## src/rtl/gen_reg_bank.sv

```systemverilog
// gen_reg_bank: host-bus register bank with N_WR read/write registers,
// N_RD registered status inputs and one self-clearing pulse register.
//
// Handshake: an access starts on the rising edge of addr_ctrl[0] (select).
// Address, direction and data are sampled in that cycle only. Exactly one
// cycle later ack pulses high for a single cycle. err and data_out update
// together with ack and hold until the next ack. Select must drop for at
// least one cycle before the next access is recognised.
module gen_reg_bank #(
  parameter int              DW        = 32,
  parameter int              N_WR      = 4,
  parameter int              N_RD      = 4,
  parameter logic [15:0]     BASE_ADDR = 16'h0000,
  parameter logic [DW-1:0]   RST_VAL   = '0
) (
  input  logic                 clk,
  input  logic                 reset,
  input  logic [31:0]          addr_ctrl,
  input  logic [DW-1:0]        data_in,
  output logic [DW-1:0]        data_out,
  output logic                 ack,
  output logic                 err,
  output logic [N_WR*DW-1:0]   wr_regs,
  input  logic [N_RD*DW-1:0]   rd_regs,
  output logic [N_WR-1:0]      wr_strobe,
  output logic [DW-1:0]        pulse_out,
  output logic [7:0]           debug
);

  logic                         sel_q, sel_d;
  logic [N_WR-1:0][DW-1:0]      wr_q, wr_d;
  logic [N_RD-1:0][DW-1:0]      stat_q, stat_d;
  logic [DW-1:0]                data_out_q, data_out_d;
  logic                         ack_q, ack_d;
  logic                         err_q, err_d;
  logic [N_WR-1:0]              wr_strobe_q, wr_strobe_d;
  logic [DW-1:0]                pulse_q, pulse_d;

  logic                         access;
  logic                         is_read;
  logic [15:0]                  idx;
  logic                         hit_rw, hit_ro, hit_pulse;
  logic [N_WR-1:0]              rw_sel;
  logic [DW-1:0]                rd_val;
  logic                         unused_addr_bits;

  // Address bits between the control bits and the address field carry nothing.
  assign unused_addr_bits = ^addr_ctrl[15:2];

  // Access is the select rising edge; sel_q resets high so a select held
  // through reset release is not mistaken for a new access.
  assign sel_d   = addr_ctrl[0];
  assign access  = addr_ctrl[0] & ~sel_q;
  assign is_read = addr_ctrl[1];
  assign stat_d  = rd_regs;

  // Decode the 16-bit index (wraps modulo 2^16) and pick the read value.
  always_comb begin
    idx       = addr_ctrl[31:16] - BASE_ADDR;
    hit_rw    = 1'b0;
    hit_ro    = 1'b0;
    rw_sel    = '0;
    rd_val    = '0;
    for (int i = 0; i < N_WR; i++) begin
      if (idx == 16'(i)) begin
        hit_rw    = 1'b1;
        rw_sel[i] = 1'b1;
        rd_val    = wr_q[i];
      end
    end
    for (int j = 0; j < N_RD; j++) begin
      if (idx == 16'(N_WR + j)) begin
        hit_ro = 1'b1;
        rd_val = stat_q[j];
      end
    end
    hit_pulse = (idx == 16'(N_WR + N_RD));
  end

  // Next-state for registers, strobes, ack/err and read data.
  always_comb begin
    wr_d        = wr_q;
    wr_strobe_d = '0;
    pulse_d     = '0;
    ack_d       = 1'b0;
    err_d       = err_q;
    data_out_d  = data_out_q;
    if (access) begin
      ack_d = 1'b1;
      if (is_read) begin
        // Pulse register reads as zero; unmapped reads return zero with err.
        data_out_d = rd_val;
        err_d      = ~(hit_rw | hit_ro | hit_pulse);
      end else begin
        err_d = ~(hit_rw | hit_pulse);
        for (int i = 0; i < N_WR; i++) begin
          if (rw_sel[i]) begin
            wr_d[i]        = data_in;
            wr_strobe_d[i] = 1'b1;
          end
        end
        if (hit_pulse) begin
          pulse_d = data_in;
        end
      end
    end
  end

  // State registers; reset clears any pending ack/strobe immediately.
  always_ff @(posedge clk or negedge reset) begin
    if (!reset) begin
      sel_q       <= 1'b1;
      wr_q        <= {N_WR{RST_VAL}};
      stat_q      <= '0;
      data_out_q  <= '0;
      ack_q       <= 1'b0;
      err_q       <= 1'b0;
      wr_strobe_q <= '0;
      pulse_q     <= '0;
    end else begin
      sel_q       <= sel_d;
      wr_q        <= wr_d;
      stat_q      <= stat_d;
      data_out_q  <= data_out_d;
      ack_q       <= ack_d;
      err_q       <= err_d;
      wr_strobe_q <= wr_strobe_d;
      pulse_q     <= pulse_d;
    end
  end

  assign wr_regs   = wr_q;
  assign data_out  = data_out_q;
  assign ack       = ack_q;
  assign err       = err_q;
  assign wr_strobe = wr_strobe_q;
  assign pulse_out = pulse_q;
  assign debug     = {3'b000, access, err_q, ack_q, sel_q, addr_ctrl[0]};

endmodule

```

## config.mk

```make
export PLATFORM = sky130hd
export DESIGN_NAME = gen_reg_bank
export DESIGN_NICKNAME = d
export VERILOG_FILES = /design/src/rtl/gen_reg_bank.sv
export SDC_FILE = /design/constraint.sdc
export NUM_CORES = 1
export LEC_CHECK = 0
export CORE_AREA = 4 4 190 155
export DETAILED_ROUTE_END_ITERATION = 10
export DIE_AREA = 0 0 194 159
export PLACE_DENSITY_LB_ADDON = 0.25
export SETUP_SLACK_MARGIN = 0.15
export SLEW_MARGIN = 20
export SYNTH_ARGS = -nofsm -noshare
export SYNTH_HDL_FRONTEND = slang
export SYNTH_SLANG_ARGS = --single-unit
export TNS_END_PERCENT = 100
```

## constraint.sdc

```tcl
create_clock -name clk -period 2.11 [get_ports clk]
set_input_delay 0.3165 -clock clk [delete_from_list [all_inputs] [get_ports clk]]
set_output_delay 0.3165 -clock clk [all_outputs]
set_load 0.05 [all_outputs]
```

* Word-level counts from Yosys, hierarchy flattened
Index checks and enable logic that the tools add are counted.
** Storage, ports and cells
- Register bits :: 327
- Input bits :: 194
- Output and inout port bits :: 206
- Logic and storage cells :: 66
** Operators by class
- Eq/ne operators :: 8
- Muxes and demuxes :: 30
- Bitwise logic cells :: 8
- Reductions and logical operators :: 6
** Operators with widths (number)
- $mux 32 :: 11
- $eq 16x3->1 const B :: 4
- $eq 16x2->1 const B :: 2
- $mux 1 :: 17
- $eq 16x1->1 const B :: 1
- $eq 16x4->1 const B :: 1
- $logic_not 16->1 :: 1
- $reduce_and 3->1 :: 4
- $mux 4 :: 2
- $not 1->1 :: 4
- $or 1x1->1 :: 3
- $reduce_and 2->1 :: 1
- $and 1x1->1 :: 1

* Longest topological paths before layout
- Depth after elaboration :: 9
- Mapped depth :: 8
- Depth with buffers taken out :: 6

* Worst setup path before layout
No wires, ideal clock.
- Path kind :: input to register
- Start :: in addr_ctrl[25]
- End :: reg wr_q (netlist bit wr_regs[100])
- Setup time :: 0.125 ns
- Arrival :: 2.121 ns
- Required time :: 1.985 ns
- Path slack :: -0.135 ns
- Stages :: 7
- Buffers on the path :: 2
- Cells stage by stage :: or4_4 > buf_6 > nor2_1 > nand4_1 > nor2_2 > buf_2 > mux2_2
** On the way
- Cells in the longest elaborated chain, start to end :: 3
** RTL lines
- from (decl) :: RTL line 18 : input logic [31:0] addr_ctrl,
- $eq 16x2->1 :: RTL line 65 : if (idx == 16'(i)) begin
- $mux 1 :: RTL line 65
- $reduce_and 3->1 (no line)
- to (signal assigned) :: RTL line 113 : wr_q <= {N_WR{RST_VAL}};
- to (signal assigned) :: RTL line 122 : wr_q <= wr_d;
- to (decl) :: RTL line 31 : logic [N_WR-1:0][DW-1:0] wr_q, wr_d;
No other way between the ends.
A chain may end at the register's enable or synchronous reset.

* Final worst setup path
- Start :: reg pulse_q[30], in the netlist pulse_out[30]
- End :: out pulse_out[30]
** RTL lines
- from (decl) :: RTL line 37 : logic [DW-1:0] pulse_q, pulse_d;
- from (signal assigned) :: RTL line 128 : pulse_q <= pulse_d;
- to (decl) :: RTL line 26 : output logic [DW-1:0] pulse_out,
No word-level cell between the ends.

==> reports/summary.txt <==
WL/cell: 23.9 um
Vias in the first global route: 9,866
DR vias/cell: 5.37
Insertion delay to the later sink of the worst-skew pair: 510 ps
Critical path's slowest cell: clkdlybuf4s50_1
Met3 Use GR: 8.29%
Hold EP: stat_q[114]
Busiest grt layer: met2
Register area share after synthesis: 65.2%
Post-Synthesis Cells: 868
Starting DRC count in detailed routing: 495
RR Endpoint: wr_regs[38]
RSZ-0062 raised after global routing: yes
R2R cell count: 6
Crit. End Element: output pin
Crit path largest cell delay: 790 ps
WP data arrival: 1610 ps
Buf+Inv Stages, Crit Path: 1
Main area contributors after synthesis: dfrtp_1, mux2_2, a22oi_1
Post-synthesis xor/xnor area fraction: 0%
Initial antenna violation count: 2
Number of enable flip-flop cells after synthesis: 0
Initial Util: 46.0%
Post-synthesis mux area share: 14.1%
Main combinational cell family by area after synthesis: multiplexers
Final setup fails: 0
DP HPWL: 30.4 mm
Max_slew headroom: 58.8%
M1 GR Usage: 35.3%
CTS Sinks: 327
Place WS: -685 ps
CTS buffer count: 34
Status: complete, no violations
Simple-gate share of the synthesized area: 7.71%
Clock buffer depth: 3
Max VDD drop: 592 uV
Largest net degree at the start of global routing: 66
Nets: 1,540
Maximum fanout along the worst path: 1
Yosys warns: 0
Root buf cell: clkbuf_16
GP Congestion: 0.897
Fmax: 520 MHz
Cell class contributing the biggest share of worst-path delay: buffers and inverters
Worst path cell trace: clkdlybuf4s50_1
Synth top area share: 65.0%
Avg Synthesized Cell Area: 14.5 um2
Dpl cell area: 17,600 um2
Worst hold start: rd_regs[114]
Ratio of cells with drive above 1 in the final layout: 25.9%
Cell taking the most area after synthesis: dfrtp_1
Die width: 194 um
Setup Skew: 14.8 ps
CTS clk-pin slew, worst paths: 60 ps
Slew @ Worst Pin: 621 ps
H-tree depth: 2
Netlist cell types: 53
Hold WC Path Type: input port to flop
Full die area: 30,800 um2
Setup ws final: 186 ps
Max Cap Viol: 0
Via Count: 9,326
Die height: 159 um
Worst reg2reg startpoint: sel_q
Req. time, crit path: 1790 ps
Synth Flop Type: dfrtp_1
CP Launch Type: flop
Hold violation count in the final report: 0
Design area: 18,800 um2
Yosys reg bits: 327
Fill cells: 2,044
First-pass GRT wire length: 62.0 mm
Global Route Usage Sum: 26.1%
CP Class: flop to output pin
TNS Setup: 0 ps
Met2 usage: 40.7%
Compound-Gate Fraction of Synth Area: 9.32%
Synth Area in Adders: 0%
Leak pwr: 9.22 nW
Core area: 27,300 um2
Post-route clock period utilization: 91.2%
# DRC: 0
Hold Path Depth: 1
Overflow after GRT: 0
Layout area overhead: 49.8%
1st-pass router iterations: 4
Crit path time final: 1920 ps
R2R Setup Slk: 280 ps
I/O Pins: 400
Cell Pwr Density: 749 nW/um2
Slew Viols, Final: 0
Site Rows: 54
Post-synthesis cell area: 12,500 um2
CTS tree: built
PortBufs: 382
Drt total wl: 41.5 mm
Final ANT Viol Nets: 0
Post-synth ARST share: 100%
-- worst reg2reg max path: stages (launching register included) --
cell and delay (ps):
dfstp_2 370, nor2b_1 120, buf_4 160, nand2_1 170, nor3_4 310, buf_12 220
mux2_2 370
-- cell usage in the layout (no fill, tap or decap), drive strengths merged, types with 12 or more instances in the layout --
| cell type | netlist | routed |
|---|---|---|
| dfrtp | 326 | 326 |
| dlygate4sd2 | 0 | 189 |
| clkdlybuf4s50 | 0 | 166 |
| mux2 | 129 | 129 |
| buf | 32 | 122 |
| clkbuf | 26 | 55 |
| nor2 | 50 | 50 |
| a22oi | 43 | 43 |
| a221oi | 36 | 36 |
| and2 | 32 | 32 |
| mux2i | 30 | 30 |
| nand3 | 23 | 23 |
| o22a | 21 | 21 |
| nor3 | 19 | 19 |
| nand2 | 16 | 16 |
| dlymetal6s2s | 0 | 12 |
-- Yosys cell counts, types with 2 or more instances --
| cell | count |
|---|---|
| dfrtp_1 | 326 |
| mux2_2 | 129 |
| nor2_1 | 46 |
| a22oi_1 | 43 |
| a221oi_1 | 36 |
| and2_1 | 32 |
| mux2i_1 | 30 |
| nand3_1 | 23 |
| buf_2 | 20 |
| o22a_1 | 20 |
| nand2_1 | 16 |
| nor3_1 | 16 |
| clkbuf_8 | 15 |
| clkbuf_1 | 11 |
| buf_4 | 9 |
| a21oi_1 | 8 |
| nor2b_1 | 7 |
| o21ai_0 | 6 |
| a211oi_1 | 5 |
| a221o_1 | 5 |
| nor4_1 | 5 |
| o211ai_1 | 5 |
| o21bai_1 | 5 |
| a2bb2oi_1 | 4 |
| nor2_2 | 4 |
| o2bb2ai_1 | 4 |
| nand2b_1 | 3 |
| buf_6 | 2 |
| inv_1 | 2 |
| nand4_1 | 2 |
| nor3_2 | 2 |
| nor4_2 | 2 |
| nor4_4 | 2 |
| or3_1 | 2 |
| or4_1 | 2 |
| or4_4 | 2 |
-- cell families (layout without fill, tap and decap cells) --
logic type | after synthesis | in the layout
buffers and inverters | 60 | 560
muxes | 160 | 160
and+or+nand+nor | 173 | 173
other | 1 | 5
AOI/OAI and AO/OA | 147 | 147
DFF | 327 | 327
-- layer usage --
| layer | wire length, um | vias to the layer above |
|---|---|---|
| met4 | 1200 | 0 |
| li1 | - | 4147 |
| met2 | 19100 | 412 |
| met3 | 3700 | 73 |
| met1 | 17500 | 4694 |
| met5 | 0 | - |
-- how the worst max path moves through the flow --
stage	from	endpoint	slack, ps	cells after the start
floorplan	addr_ctrl[25]	data_out[21]	-80	8
global route	addr_ctrl[20]	data_out[25]	130	8
detailed placement	addr_ctrl[21]	data_out[16]	-690	10
CTS	addr_ctrl[22]	data_out[11]	140	8
global placement	addr_ctrl[29]	data_out[16]	-660	10
finish	pulse_out[30]	pulse_out[30]	190	1
-- layout make-up --
type / instances / area, um2 / share of cell area (%)
inverters: 2 / 7.51 / 0.0399
flip-flops and latches: 327 / 8180 / 43.5
repair buffers: 498 / 4850 / 25.8
well taps: 364 / 455 / 2.42
multi-input cells: 483 / 4150 / 22.1
clock buffers: 54 / 1070 / 5.68
clock inverters: 6 / 86.3 / 0.459
diodes: 2 / 5.00 / 0.0266
-- state kept, by name, indices dropped and copies added, names as in the netlist --
signal	cells
pulse_out	32
data_out	32
ack	1
wr_strobe	4
wr_regs	128
err	1
sel_q	1
stat_q	128
-- where the power goes --
| group | switching (mW) | internal [mW] |
|---|---|---|
| Sequential | 0.104 | 6.49 |
| Clock | 2.40 | 3.71 |
| Combinational | 0.808 | 0.559 |
-- timing repair --
| action | 4_1_cts | 5_1_grt |
|---|---|---|
| gates cloned | 0 | 2 |
| resized for setup | 219 | 28 |
| pin swaps | 16 | 10 |
| endpoints found under the hold margin | 37 | 0 |
| buffers inserted | 3 | 1 |
| hold buffers | 1 | 0 |
| setup endpoints to repair | 344 | 111 |
-- metrics by stage --
step | std cells | hold WS (ps) | power (mW) | utilization, %
final | 1736 | 242 | 14.1 | 68.9
after global routing | 1736 | 226 | 14.5 | 68.9
after CTS | 1731 | 228 | 14.2 | 68.3
after detailed placement | 1667 | 249 | 8.15 | 64.6
after global placement | 1667 | 246 | 8.13 | 64.6
after floorplan | 870 | 20.9 | 7.28 | -
No activity file was read; power rests on OpenSTA's default activity.
